`src/rtl/question_db_rnd.sv`:
```
// Question store for the factorization game.
// Holds DEPTH question words {BCD number[23:12], factor codes[11:0]} and
// serves one per request, either by direct index or by an LFSR pick that
// never repeats the previously delivered question. Runtime writable.
module question_db_rnd #(
  parameter int          DEPTH = 16,
  parameter int          AW    = 4,
  parameter logic [15:0] SEED  = 16'hACE1
) (
  input  logic          CLK,
  input  logic          RST_N,
  input  logic          REQ,
  input  logic          MODE,
  input  logic [AW-1:0] NUM_IN,
  input  logic          WE,
  input  logic [AW-1:0] WADDR,
  input  logic [23:0]   WDATA,
  output logic [23:0]   QUESTION,
  output logic [AW-1:0] Q_IDX,
  output logic          VALID,
  output logic          BUSY,
  output logic          ERR
);

  typedef enum logic [1:0] {IDLE, SEARCH, OUT} state_t;

  // DEPTH widened by one bit so index compares stay width-matched even when
  // DEPTH == 2**AW.
  localparam logic [AW:0] DEPTH_W = (AW+1)'(DEPTH);
  localparam int          NENT    = 2**AW;

  function automatic logic [23:0] def_entry(input int i);
    case (i)
      0:       def_entry = 24'h030123;
      1:       def_entry = 24'h027222;
      2:       def_entry = 24'h042124;
      3:       def_entry = 24'h012112;
      4:       def_entry = 24'h105234;
      5:       def_entry = 24'h066125;
      6:       def_entry = 24'h070134;
      7:       def_entry = 24'h045223;
      8:       def_entry = 24'h098144;
      9:       def_entry = 24'h110135;
      10:      def_entry = 24'h078126;
      11:      def_entry = 24'h050133;
      12:      def_entry = 24'h102127;
      13:      def_entry = 24'h114128;
      14:      def_entry = 24'h138129;
      15:      def_entry = 24'h125333;
      default: def_entry = 24'h000000;
    endcase
  endfunction

  state_t        state, state_n;
  logic [AW-1:0] idx, idx_n;
  logic [AW-1:0] last;
  logic [15:0]   lfsr;
  logic [23:0]   tab [NENT];
  logic [AW-1:0] cand;
  logic          num_ok, waddr_ok, cand_ok, err_n;

  assign cand     = lfsr[AW-1:0];
  assign num_ok   = ({1'b0, NUM_IN} < DEPTH_W);
  assign waddr_ok = ({1'b0, WADDR}  < DEPTH_W);
  // Random pick must be in range and differ from the last delivered index.
  assign cand_ok  = ({1'b0, cand} < DEPTH_W) && (cand != last);
  assign BUSY     = (state != IDLE);

  // Free-running Fibonacci LFSR, taps 16,14,13,11; steps every cycle.
  always_ff @(posedge CLK or negedge RST_N) begin
    if (!RST_N) lfsr <= SEED;
    else        lfsr <= {lfsr[0] ^ lfsr[2] ^ lfsr[3] ^ lfsr[5], lfsr[15:1]};
  end

  // State and latched index registers.
  always_ff @(posedge CLK or negedge RST_N) begin
    if (!RST_N) begin
      state <= IDLE;
      idx   <= '0;
    end else begin
      state <= state_n;
      idx   <= idx_n;
    end
  end

  // Next-state: direct requests jump to OUT, random ones search first.
  always_comb begin
    state_n = state;
    idx_n   = idx;
    case (state)
      IDLE: begin
        if (REQ) begin
          if (MODE) begin
            state_n = SEARCH;
          end else if (num_ok) begin
            idx_n   = NUM_IN;
            state_n = OUT;
          end
        end
      end
      SEARCH: begin
        if (cand_ok) begin
          idx_n   = cand;
          state_n = OUT;
        end
      end
      OUT:     state_n = IDLE;
      default: state_n = IDLE;
    endcase
  end

  // A bad write and a bad request in the same cycle still give one pulse.
  always_comb begin
    err_n = (WE && !waddr_ok) || ((state == IDLE) && REQ && !MODE && !num_ok);
  end

  // Question table; the OUT read uses the pre-edge contents, so a write to
  // the same entry on that edge is seen only by later requests.
  always_ff @(posedge CLK or negedge RST_N) begin
    if (!RST_N) begin
      for (int i = 0; i < NENT; i++) tab[i] <= def_entry(i);
    end else if (WE && waddr_ok) begin
      tab[WADDR] <= WDATA;
    end
  end

  // Delivery registers: load on OUT, VALID/ERR are single-cycle pulses.
  always_ff @(posedge CLK or negedge RST_N) begin
    if (!RST_N) begin
      QUESTION <= '0;
      Q_IDX    <= '0;
      last     <= '1;
      VALID    <= 1'b0;
      ERR      <= 1'b0;
    end else begin
      VALID <= (state == OUT);
      ERR   <= err_n;
      if (state == OUT) begin
        QUESTION <= tab[idx];
        Q_IDX    <= idx;
        last     <= idx;
      end
    end
  end

endmodule
```
`config.mk`:
```
export PLATFORM = sky130hd
export DESIGN_NAME = question_db_rnd
export DESIGN_NICKNAME = d
export VERILOG_FILES = /design/src/rtl/question_db_rnd.sv
export SDC_FILE = /design/constraint.sdc
export NUM_CORES = 1
export LEC_CHECK = 0
export CAP_MARGIN = 20
export CORE_UTILIZATION = 30
export CTS_BUF_LIST = sky130_fd_sc_hd__clkbuf_4
export CTS_CLUSTER_DIAMETER = 40
export DETAILED_ROUTE_END_ITERATION = 8
export GPL_ROUTABILITY_DRIVEN = 1
export MAX_ROUTING_LAYER = met4
export PLACE_DENSITY_LB_ADDON = 0.05
export SLEW_MARGIN = 20
export SYNTH_ARGS = -nofsm -noshare
export SYNTH_HDL_FRONTEND = slang
export SYNTH_SLANG_ARGS = --single-unit
```
`constraint.sdc`:
```
create_clock -name CLK -period 1.9 [get_ports CLK]
set_input_delay 0.57 -clock CLK [delete_from_list [all_inputs] [get_ports CLK]]
set_output_delay 0.57 -clock CLK [all_outputs]
set_load 0.05 [all_outputs]
```
==> flow_summary.ini <==
[outcome]
status = complete, but fails checks
violations = setup timing

[cells_and_area]
multi_input_area_um2 = 8220
drive_gt1_share_pct = 53.4
num-nets-final = 1668
fillers = 6402
area_growth_pct = 23.8
layout_commonest_cell = mux2_2
final_cell_mix = mux2_2 (342), dfrtp_1 (309), clkbuf_4 (215)
regArea_um2 = 11200

[grt]
grt_pass1_vias = 13584
grt_usage_pct = 18.2
grt_antenna_before_repair = 1
overflow = 0
grt_pass1_wl_um = 87400
grt_max_degree = 68

[floorplanning]
die_width_um = 259
start_util_pct = 30.3
fp.dieH_um = 259
std_cell_rows = 94
ios = 68
core_um2 = 65600
die_area_um2 = 67300

[sta]
fmaxAchievable_mhz = 441
slew_headroom_pct = 62.1
setup_viol = 30
fin_ws_ns = -0.367
hold_violations = 0
max_slew.worst_pin.slew_ns = 0.566
rsz0062_at_grt = true
slew_violations = 0
setup_tns_ns = -4.80
fin_skew_ns = 0.0390
min_period_ns = 2.27
finalCritPeriodShare_pct = 119

[synthesis]
synth_edf_count = 0
synthCells = 1413
yosys_warnings = 0
syn_area_um2 = 19900
ys_seq_area_share_pct = 56.0
synth-seq-cells = 439
async_flop_share_pct = 100
synth_nets = 1450
syn_avg_cell_area_um2 = 14.1
ys_types = 37
synth_ff_type = dfrtp_1

[cts]
clkTransAtPathRegs_ns = 0.06
h-tree-depth = 4
clock-sinks = 439
clk_latency_ns = 0.93
cts_root_buffer = clkbuf_4
cts_inserted_buffers = 135
cts_tree = done
cts_max_path_buffers = 3

[drt]
firstDrtPassIters = 6
ant_nets = 0
wl_per_cell_um = 21.9
first_iter_violations = 520
num_vias = 12408
drc_errors = 0
vias_per_cell = 4.77
wl_um = 57000

[place]
dpl.hpwl_um = 34200
portBuffers = 66
gp_congestion = 0.707

[pwr]
max-vdd-ir-drop_v = 0.000764
power_leakage_uw = 0.0111
p_total_uw = 35400
p_per_area_nw_per_um2 = 1440

[min_path]
hold_start = lfsr[4]
worstHoldPathType = flip-flop to flip-flop

[setup_path]
crit_type = flip-flop to output pin
end_kind = output pin
path_max_fanout = 2
critPathLaunch = state[1]
arrival_ns = 1.70
crit_required_ns = 1.33
cp-start-kind = flip-flop
r2r-start = state[0]

[flow_run]
maxCapViolations = 0
cells in the mapped netlist (4+ instances only):
| cell | number | share of area, % |
|---|---|---|
| nand4_1 | 17 | 0.53 |
| a22oi_1 | 72 | 2.7 |
| buf_4 | 12 | 0.45 |
| nand2_1 | 86 | 1.6 |
| clkbuf_1 | 44 | 0.83 |
| mux2i_1 | 192 | 9.7 |
| a32oi_1 | 7 | 0.31 |
| nor2_2 | 7 | 0.22 |
| xor2_1 | 5 | 0.22 |
| buf_6 | 15 | 0.85 |
| dfrtp_1 | 316 | 40 |
| mux2_4 | 42 | 3.2 |
| nor2b_1 | 4 | 0.13 |
| nor2_1 | 7 | 0.13 |
| nand2b_1 | 7 | 0.22 |
| o221a_2 | 4 | 0.23 |
| mux2_2 | 342 | 19 |
| buf_1 | 4 | 0.076 |
| buf_2 | 36 | 0.91 |
| dfstp_2 | 123 | 16 |
| nand3_1 | 42 | 1.1 |
| a21oi_1 | 8 | 0.20 |
critical path: stages (launching register included):
cell,delay [ns]
dfrtp_1,0.38
or2_4,0.26
buf_8,0.15
stage by stage:
stage | utilization (%) | worst slack [ns] | instances | instance area, µm² | hold WS [ns]
floorplan | - | 0.162 | 1413 | 19900 | 0.274
global placement | 34.4 | -0.587 | 2340 | 22600 | 0.338
detailed placement | 34.4 | -0.607 | 2340 | 22600 | 0.341
CTS | 37.4 | -0.526 | 2593 | 24600 | 0.219
global route | 37.5 | -0.498 | 2600 | 24600 | 0.291
finish | 37.5 | -0.367 | 2601 | 24600 | 0.353
routing by layer:
| layer | track usage (%) | routed length [µm] | share of wire, % |
|---|---|---|---|
| met2 | 26.2 | 25400 | 45 |
| met4 | 5.85 | 937 | 1.6 |
| met1 | 25.2 | 28500 | 50 |
| met5 | - | 0 | 0 |
| met3 | 3.92 | 2170 | 3.8 |
worst paths after layout:
check / slack [ns] / to / cells past startpoint
setup reg to reg: 0.21 / QUESTION[18] / 7
setup / recovery: -0.37 / BUSY / 2
max in group asynchronous: 0.11 / QUESTION[12] / 4
hold / removal: 0.35 / lfsr[3] / 0
min in group asynchronous: 0.66 / tab[28] / 3
hold reg to reg: 0.35 / lfsr[3] / 0
cells by family after synthesis:
family | synth area share, %
muxes | 32.2
DFF | 56.0
and+or+nand+nor | 4.70
buffers and inverters | 3.13
AOI/OAI and AO/OA | 3.59
xor gates and xnor gates | 0.308
other | 0.0189
layout make-up:
cell class,instances,area share (%)
Inverter,1,0.0152
Multi-Input combinational cell,862,33.4
Antenna cell,2,0.0203
Sequential cell,439,45.3
Clock buffer,215,6.56
Timing Repair Buffer,192,9.62
Clock inverter,26,0.737
Tap cell,864,4.39
power breakdown:
part           leakage [µW]  switching (µW)  internal, µW
registers           0.00518            1350         12100
logic               0.00484            6400          5830
clock network       0.00109            4220          5500
total                0.0111           12000         23400
timing repair:
item                       4_1_cts  5_1_grt
gates resized for setup         30        0
setup endpoints to repair       30       30
hold endpoints to repair       361        0
buffers inserted                 9        6
hold buffers                     3        0
state kept, by name, summed over array words and instances, names as in the netlist:
register  flops
Q_IDX         4
QUESTION     24
tab         384
VALID         1
idx           4
lfsr         16
state         2
last          4
Power figures use the tool's default switching activity.
